[src/rtl/reservoir_readout_pkg.sv]
// rtl/reservoir_readout_pkg.sv - shared types, widths and saturation helper for the reservoir readout
//
// Package reservoir_pkg
//   idx_width()  : width of the node index / weight address
//   acc_width()  : accumulator width, 2*DATA_WIDTH + $clog2(VIRTUAL_NODES)
//   out_state_t  : output register state (EMPTY / FULL)
//   saturate()   : clamp a wide signed value to a DATA_WIDTH signed range
package reservoir_pkg;

  // Wide enough for any accumulator this block is built with.
  localparam int SAT_W = 128;

  function automatic int idx_width(input int n);
    return (n > 1) ? $clog2(n) : 1;
  endfunction

  function automatic int acc_width(input int dw, input int n);
    return 2 * dw + $clog2(n);
  endfunction

  typedef enum logic {
    OUT_EMPTY = 1'b0,
    OUT_FULL  = 1'b1
  } out_state_t;

  // Clamp v to [-2^(dw-1), 2^(dw-1)-1]; the caller keeps the low dw bits.
  function automatic logic signed [SAT_W-1:0] saturate(input logic signed [SAT_W-1:0] v,
                                                        input int dw);
    logic signed [SAT_W-1:0] hi;
    logic signed [SAT_W-1:0] lo;
    hi = (SAT_W'(1) << (dw - 1)) - SAT_W'(1);
    lo = ~hi;
    if (v > hi) return hi;
    if (v < lo) return lo;
    return v;
  endfunction

endpackage

[src/rtl/reservoir_readout_if.sv]
// rtl/reservoir_readout_if.sv - sample, weight-write and result signals of the reservoir readout
//
// Interface reservoir_readout_if
//   din / din_valid / frame_clr            : node sample stream (no backpressure)
//   weight_wr_en / weight_addr / weight_data : weight table write port
//   dout / dout_valid / dout_ready         : frame result handshake
//   overflow                               : sticky dropped-result flag
// Modports: slave = the readout block, master = whoever drives it.
interface reservoir_readout_if
  import reservoir_pkg::*;
#(
  parameter int DATA_WIDTH    = 32,
  parameter int VIRTUAL_NODES = 10
) ();

  localparam int IW = idx_width(VIRTUAL_NODES);

  logic signed [DATA_WIDTH-1:0] din;
  logic                         din_valid;
  logic                         frame_clr;
  logic                         weight_wr_en;
  logic [IW-1:0]                weight_addr;
  logic signed [DATA_WIDTH-1:0] weight_data;
  logic signed [DATA_WIDTH-1:0] dout;
  logic                         dout_valid;
  logic                         dout_ready;
  logic                         overflow;

  modport slave (
    input  din, din_valid, frame_clr, weight_wr_en, weight_addr, weight_data, dout_ready,
    output dout, dout_valid, overflow
  );

  modport master (
    output din, din_valid, frame_clr, weight_wr_en, weight_addr, weight_data, dout_ready,
    input  dout, dout_valid, overflow
  );

endinterface

[src/rtl/reservoir_readout_mac.sv]
// rtl/reservoir_readout_mac.sv - signed multiply-accumulate with shift/reduce of the frame sum
//
// Module readout_mac
//   clk, rst   : clock, synchronous active-high reset
//   din        : node sample
//   weight     : weight selected for this sample
//   sample_en  : din is valid this cycle
//   clr        : restart the frame; this cycle's sample (if any) is node 0
//   last       : this sample completes the frame
//   result     : combinational (acc + din*weight) >>> FRAC_BITS, reduced to DATA_WIDTH
// Build option: RESERVOIR_READOUT_SAT_EN selects saturation instead of wrap.
module readout_mac
  import reservoir_pkg::*;
#(
  parameter int DATA_WIDTH    = 32,
  parameter int VIRTUAL_NODES = 10,
  parameter int FRAC_BITS     = 16
) (
  input  logic                         clk,
  input  logic                         rst,
  input  logic signed [DATA_WIDTH-1:0] din,
  input  logic signed [DATA_WIDTH-1:0] weight,
  input  logic                         sample_en,
  input  logic                         clr,
  input  logic                         last,
  output logic signed [DATA_WIDTH-1:0] result
);

  localparam int ACC_W  = acc_width(DATA_WIDTH, VIRTUAL_NODES);
  localparam int PROD_W = 2 * DATA_WIDTH;

  logic signed [ACC_W-1:0]  acc;
  logic signed [ACC_W-1:0]  base;
  logic signed [ACC_W-1:0]  prod_ext;
  logic signed [ACC_W-1:0]  sum;
  logic signed [ACC_W-1:0]  shifted;
  logic signed [PROD_W-1:0] prod;

  assign prod     = din * weight;
  assign prod_ext = {{(ACC_W - PROD_W){prod[PROD_W-1]}}, prod};

  // A frame restart makes the incoming sample node 0, so it must not see the old partial sum.
  always_comb begin
    base = acc;
    if (clr) base = '0;
  end

  assign sum     = base + prod_ext;
  assign shifted = sum >>> FRAC_BITS;

`ifdef RESERVOIR_READOUT_SAT_EN
  logic signed [SAT_W-1:0] sat_v;
  logic                    unused_sat;
  assign sat_v      = saturate(SAT_W'(shifted), DATA_WIDTH);
  assign result     = sat_v[DATA_WIDTH-1:0];
  assign unused_sat = ^sat_v[SAT_W-1:DATA_WIDTH];
`else
  logic unused_hi;
  assign result    = shifted[DATA_WIDTH-1:0];
  assign unused_hi = ^shifted[ACC_W-1:DATA_WIDTH];
`endif

  always_ff @(posedge clk) begin
    if (rst) begin
      acc <= '0;
    end else if (sample_en) begin
      acc <= last ? '0 : sum;
    end else if (clr) begin
      acc <= '0;
    end
  end

endmodule

[src/rtl/reservoir_readout.sv]
// rtl/reservoir_readout.sv - per-frame weighted sum of reservoir node samples with valid/ready output
//
// Module reservoir_readout
//   clk  : clock, rising edge
//   rst  : synchronous active-high reset
//   bus  : reservoir_readout_if.slave (sample stream, weight writes, result handshake, overflow)
// Holds the node counter, the weight table and the one-entry output register.
// Build option: RESERVOIR_READOUT_SAT_EN (saturate instead of wrap, inside readout_mac).
module reservoir_readout
  import reservoir_pkg::*;
#(
  parameter int VIRTUAL_NODES = 10,
  parameter int DATA_WIDTH    = 32,
  parameter int FRAC_BITS     = 16
) (
  input  logic                clk,
  input  logic                rst,
  reservoir_readout_if.slave  bus
);

  localparam int            IW       = idx_width(VIRTUAL_NODES);
  localparam logic [IW-1:0] LAST_IDX = IW'(VIRTUAL_NODES - 1);
  localparam logic [IW:0]   DEPTH    = (IW + 1)'(VIRTUAL_NODES);

  logic [IW-1:0]                idx;
  logic [IW-1:0]                cur_idx;
  logic                         last;
  logic signed [DATA_WIDTH-1:0] w [VIRTUAL_NODES];
  logic signed [DATA_WIDTH-1:0] mac_result;
  out_state_t                   state;

  // frame_clr turns a same-cycle sample into node 0 of a new frame.
  assign cur_idx = bus.frame_clr ? '0 : idx;
  assign last    = bus.din_valid && (cur_idx == LAST_IDX);

  always_ff @(posedge clk) begin
    if (rst) begin
      idx <= '0;
    end else if (bus.din_valid) begin
      idx <= last ? '0 : cur_idx + 1'b1;
    end else if (bus.frame_clr) begin
      idx <= '0;
    end
  end

  // The MAC reads w[] before this edge's write lands, so a same-address write uses the old weight.
  always_ff @(posedge clk) begin
    if (rst) begin
      for (int i = 0; i < VIRTUAL_NODES; i++) w[i] <= '0;
    end else if (bus.weight_wr_en && ({1'b0, bus.weight_addr} < DEPTH)) begin
      w[bus.weight_addr] <= bus.weight_data;
    end
  end

  readout_mac #(
    .DATA_WIDTH    (DATA_WIDTH),
    .VIRTUAL_NODES (VIRTUAL_NODES),
    .FRAC_BITS     (FRAC_BITS)
  ) u_mac (
    .clk       (clk),
    .rst       (rst),
    .din       (bus.din),
    .weight    (w[cur_idx]),
    .sample_en (bus.din_valid),
    .clr       (bus.frame_clr),
    .last      (last),
    .result    (mac_result)
  );

  // One-entry output register. A completion while FULL replaces the held result only if it is
  // being consumed in the same cycle; otherwise the new result is lost and overflow latches.
  always_ff @(posedge clk) begin
    if (rst) begin
      state        <= OUT_EMPTY;
      bus.dout     <= '0;
      bus.overflow <= 1'b0;
    end else begin
      case (state)
        OUT_EMPTY: begin
          if (last) begin
            bus.dout <= mac_result;
            state    <= OUT_FULL;
          end
        end
        OUT_FULL: begin
          if (last) begin
            if (bus.dout_ready) bus.dout <= mac_result;
            else                bus.overflow <= 1'b1;
          end else if (bus.dout_ready) begin
            state <= OUT_EMPTY;
          end
        end
        default: state <= OUT_EMPTY;
      endcase
    end
  end

  assign bus.dout_valid = (state == OUT_FULL);

endmodule

[src/flat_wrapper.sv]
// flat-port wrapper written by rule: the top's interface ports become plain ports
module reservoir_readout_flat import reservoir_pkg::*;
#(
  parameter int VIRTUAL_NODES = 10,
  parameter int DATA_WIDTH    = 32,
  parameter int FRAC_BITS     = 16
)
  (clk, rst, bus_din, bus_din_valid, bus_frame_clr, bus_weight_wr_en, bus_weight_addr, bus_weight_data, bus_dout_ready, bus_dout, bus_dout_valid, bus_overflow);
  reservoir_readout_if #(.DATA_WIDTH(DATA_WIDTH), .VIRTUAL_NODES(VIRTUAL_NODES)) bus_i ();
  input  logic clk;
  input  logic rst;
  input wire logic [$bits(bus_i.din)-1:0] bus_din;
  input wire logic [$bits(bus_i.din_valid)-1:0] bus_din_valid;
  input wire logic [$bits(bus_i.frame_clr)-1:0] bus_frame_clr;
  input wire logic [$bits(bus_i.weight_wr_en)-1:0] bus_weight_wr_en;
  input wire logic [$bits(bus_i.weight_addr)-1:0] bus_weight_addr;
  input wire logic [$bits(bus_i.weight_data)-1:0] bus_weight_data;
  input wire logic [$bits(bus_i.dout_ready)-1:0] bus_dout_ready;
  output wire logic [$bits(bus_i.dout)-1:0] bus_dout;
  output wire logic [$bits(bus_i.dout_valid)-1:0] bus_dout_valid;
  output wire logic [$bits(bus_i.overflow)-1:0] bus_overflow;
  assign bus_i.din = bus_din;
  assign bus_i.din_valid = bus_din_valid;
  assign bus_i.frame_clr = bus_frame_clr;
  assign bus_i.weight_wr_en = bus_weight_wr_en;
  assign bus_i.weight_addr = bus_weight_addr;
  assign bus_i.weight_data = bus_weight_data;
  assign bus_i.dout_ready = bus_dout_ready;
  assign bus_dout = bus_i.dout;
  assign bus_dout_valid = bus_i.dout_valid;
  assign bus_overflow = bus_i.overflow;
  reservoir_readout #(.VIRTUAL_NODES(VIRTUAL_NODES), .DATA_WIDTH(DATA_WIDTH), .FRAC_BITS(FRAC_BITS)) u_core (.clk(clk), .rst(rst), .bus(bus_i));
endmodule
[config.mk]
export PLATFORM = sky130hd
export DESIGN_NAME = reservoir_readout_flat
export DESIGN_NICKNAME = d
export VERILOG_FILES = /design/src/rtl/reservoir_readout_pkg.sv /design/src/rtl/reservoir_readout_if.sv /design/src/rtl/reservoir_readout_mac.sv /design/src/rtl/reservoir_readout.sv /design/src/flat_wrapper.sv
export SDC_FILE = /design/constraint.sdc
export NUM_CORES = 2
export LEC_CHECK = 0
export CAP_MARGIN = 10
export CORE_AREA = 5 5 360 274
export DETAILED_ROUTE_END_ITERATION = 10
export DIE_AREA = 0 0 365 279
export GPL_ROUTABILITY_DRIVEN = 0
export PLACE_DENSITY = 0.77
export SLEW_MARGIN = 15
export SYNTH_ARGS = -nofsm -noshare
export SYNTH_HDL_FRONTEND = slang
export SYNTH_SLANG_ARGS = --single-unit
[constraint.sdc]
create_clock -name clk -period 12.3 [get_ports clk]
set_input_delay 2.46 -clock clk [delete_from_list [all_inputs] [get_ports clk]]
set_output_delay 2.46 -clock clk [all_outputs]
set_load 0.02 [all_outputs]
==> impl_metrics.py <==
metrics = {
    "logic_synthesis": {
        "synth-edff-count": 512,
        "syn_area_um2": 56200,
        "yosysTopAreaCell": "fa_1",
        "yosys.area.top_type_share_pct": 32.2,
        "ys_top_cells_by_area": "fa_1 (32%), edfxtp_1 (27%), inv_1 (6.6%), and2_1 (4.6%), ha_1 (4.1%)",
        "synth-seq-area-share_pct": 30.4,
        "yosysMostFrequentCell": "inv_1",
        "synth_cells": 5326,
        "ys_async_sr_fraction_pct": 0,
        "avgSynthCellArea_um2": 10.6,
        "yosys-top-cells-count": "inv_1 (992), fa_1 (904), nand2_1 (588)",
        "ys_ff_latch": 598,
        "synth_flop_cell": "edfxtp_1",
        "yosysWarnings": 0,
        "yosys.cell_types.count": 85,
    },
    "worst_setup_path": {
        "reg2reg_depth": 30,
        "r2r_slack_ns": 1.23,
        "slowest_stage": "o21ba_2",
        "critical_path_class": "in2reg",
        "startpoint_type": "input pin",
        "worstPathArrival_ns": 12.41,
        "r2r-end": "u_core.bus.dout[28]",
        "slowest_delay_ns": 0.98,
        "end_kind": "flop",
        "cpMostUsedCell": "fa_1",
        "cp_max_fo": 36,
        "cp.required_ns": 12.81,
        "r2r-start": "u_core.idx[1]",
    },
    "timing": {
        "grt_setup_unrepaired": "false",
        "setup_viol": 0,
        "fin_ws_ns": 0.399,
        "fin_skew_ns": 0.0190,
        "fin_crit_ns": 11.90,
        "worstMarginPinSlew_ns": 1.22,
        "min_period_over_period_pct": 96.8,
        "report.final.slew_viol_count": 0,
        "fmax_mhz": 84.0,
        "tns_ns": 0,
        "slew_headroom_pct": 18.4,
        "hold_violations": 0,
    },
    "detailed_routing": {
        "viasPerCell": 5.81,
        "ant_nets": 0,
        "met2_wirelength_mm": 67.9,
        "route.met3.wl_mm": 19.5,
        "wl_met1_mm": 58.0,
        "vias": 39462,
        "drc": 0,
        "top_layer": "met5",
        "wire_per_inst_um": 22.3,
        "drtIter0Drc": 4511,
        "drt_wl_total_mm": 151,
        "drt_pass1_iterations": 6,
    },
    "floorplanning": {
        "ioPinCount": 108,
        "num_rows": 98,
        "start_util_pct": 59.4,
        "die_h_um": 279,
        "die_area_um2": 102000,
        "core-area_um2": 94500,
        "fp.dieW_um": 365,
    },
    "cells_and_area": {
        "drive_above_1_share_pct": 5.99,
        "post-route-util_pct": 64.9,
        "layout.nets": 6667,
        "area_growth_pct": 9.21,
        "final_cell_area_um2": 61400,
    },
    "place": {
        "hpwl_mm": 111,
        "port_buffers": 107,
        "dpl_cell_area_um2": 59700,
        "pre_cts_ws_ns": 0.220,
    },
    "global_routing": {
        "grt_pass1_vias": 41592,
        "grt_pass1_wl_mm": 237,
        "grt_max_degree": 89,
        "grt-ovfl-total": 0,
        "antenna_found_initial": 9,
        "grt_use_total_pct": 30.4,
    },
    "cts": {
        "clockBufferDepth": 3,
        "clk_pin_slew_worst_paths_ns": 0.07,
        "post_cts_buffers": 0,
        "cts.sinks": 598,
        "cts_root_buf": "clkbuf_16",
        "clk-insertion-delay-late_ns": 0.60,
        "ctsHoldBuffers": 0,
        "cts_tree": "done",
        "htreeDepth": 2,
        "ctsResizeCount": 0,
        "cts_buffers": 50,
    },
    "status": {
        "outcome": "finished, final reports clean",
    },
    "worst_hold_path": {
        "hold_depth": 2,
        "min_from": "u_core.bus.dout[0]",
        "hold_path.class": "reg2reg",
        "hold_end": "u_core.bus.dout[0]",
    },
    "job": {
        "drv_cap": 0,
    },
}
==> routing by layer <==
metal  vias up  GRT usage (%)
li1      16746              -
met1     19876           43.1
met2      2453           46.6
met3       385           7.83
met4         2           9.78
met5         -              0
==> state kept, by name (all words and copies together) (netlist names) <==
| signal | cells |
|---|---|
| u_core.bus.dout_valid | 1 |
| u_core.bus.dout | 32 |
| u_core.u_mac.acc | 48 |
| u_core.bus.overflow | 1 |
| u_core.idx | 4 |
| u_core.w | 512 |
==> worst max path at each step <==
stage                        from                   end  slack (ns)  cells after the start
floorplan           bus_frame_clr  u_core.u_mac.acc[47]        0.73                     35
global placement    bus_frame_clr   u_core.bus.dout[28]        0.38                     30
detailed placement  bus_frame_clr  u_core.u_mac.acc[37]        0.22                     34
CTS                 bus_frame_clr   u_core.bus.dout[28]        0.76                     31
global route        bus_frame_clr  u_core.u_mac.acc[37]        0.14                     34
finish              bus_frame_clr   u_core.bus.dout[28]        0.40                     31
==> cells in the final DEF, fill, tap and decap left out, drive strengths merged, types with 17 or more instances in the layout <==
cell	instances
inv	995
fa	904
nand2	588
edfxtp	512
and2	410
nor2	391
conb	192
ha	186
buf	149
mux2i	110
clkdlybuf4s50	101
nor2b	98
a21oi	97
dfxtp	86
o21ai	64
clkbuf	63
xnor2	62
nand2b	41
a31oi	38
a21o	35
or2	29
mux4	28
a22oi	26
nand3	25
nor3	24
o22ai	23
a221oi	23
o221ai	17
==> per-stage QoR <==
step | std cells | hold WS (ns)
floorplan | 5517 | 0.530
global placement | 6701 | 0.446
finish | 6791 | 0.454
global route | 6790 | 0.483
detailed placement | 6701 | 0.449
CTS | 6790 | 0.459
==> cell families (layout without fill, tap and decap cells) <==
kind of cell,Yosys count,after routing,share of synthesized area [%]
compound gates,451,451,5.64
fa+ha+maj,1090,1090,36.3
flops,598,598,30.4
buf+inv,1310,1333,8.96
xor+xnor,82,82,1.43
mux,146,146,3.24
simple gates,1648,1648,14.0
other cells,1,193,0.00667
==> cell type report <==
type	instances	area [um2]
Fill cell	7261	33200
Multi-Input combinational cell	3609	35000
Timing Repair Buffer	250	2280
Tap cell	1250	1560
Antenna cell	1	2.50
Inverter	994	3730
Clock buffer	63	1340
Clock inverter	26	325
Sequential cell	598	17100
==> worst max-delay path: cells and delay by family <==
kind | cells | cell delay, ns
AND/OR/NAND/NOR | 4 | 0.50
buffers and inverters | 7 | 0.68
adder cells (fa/ha/maj) | 9 | 4.09
AO/OA/AOI/OAI | 10 | 4.43
XOR/XNOR | 1 | 0.19
Power is not shown: default switching activity piles up to over one toggle a cycle in this logic, so the estimate is an artifact.
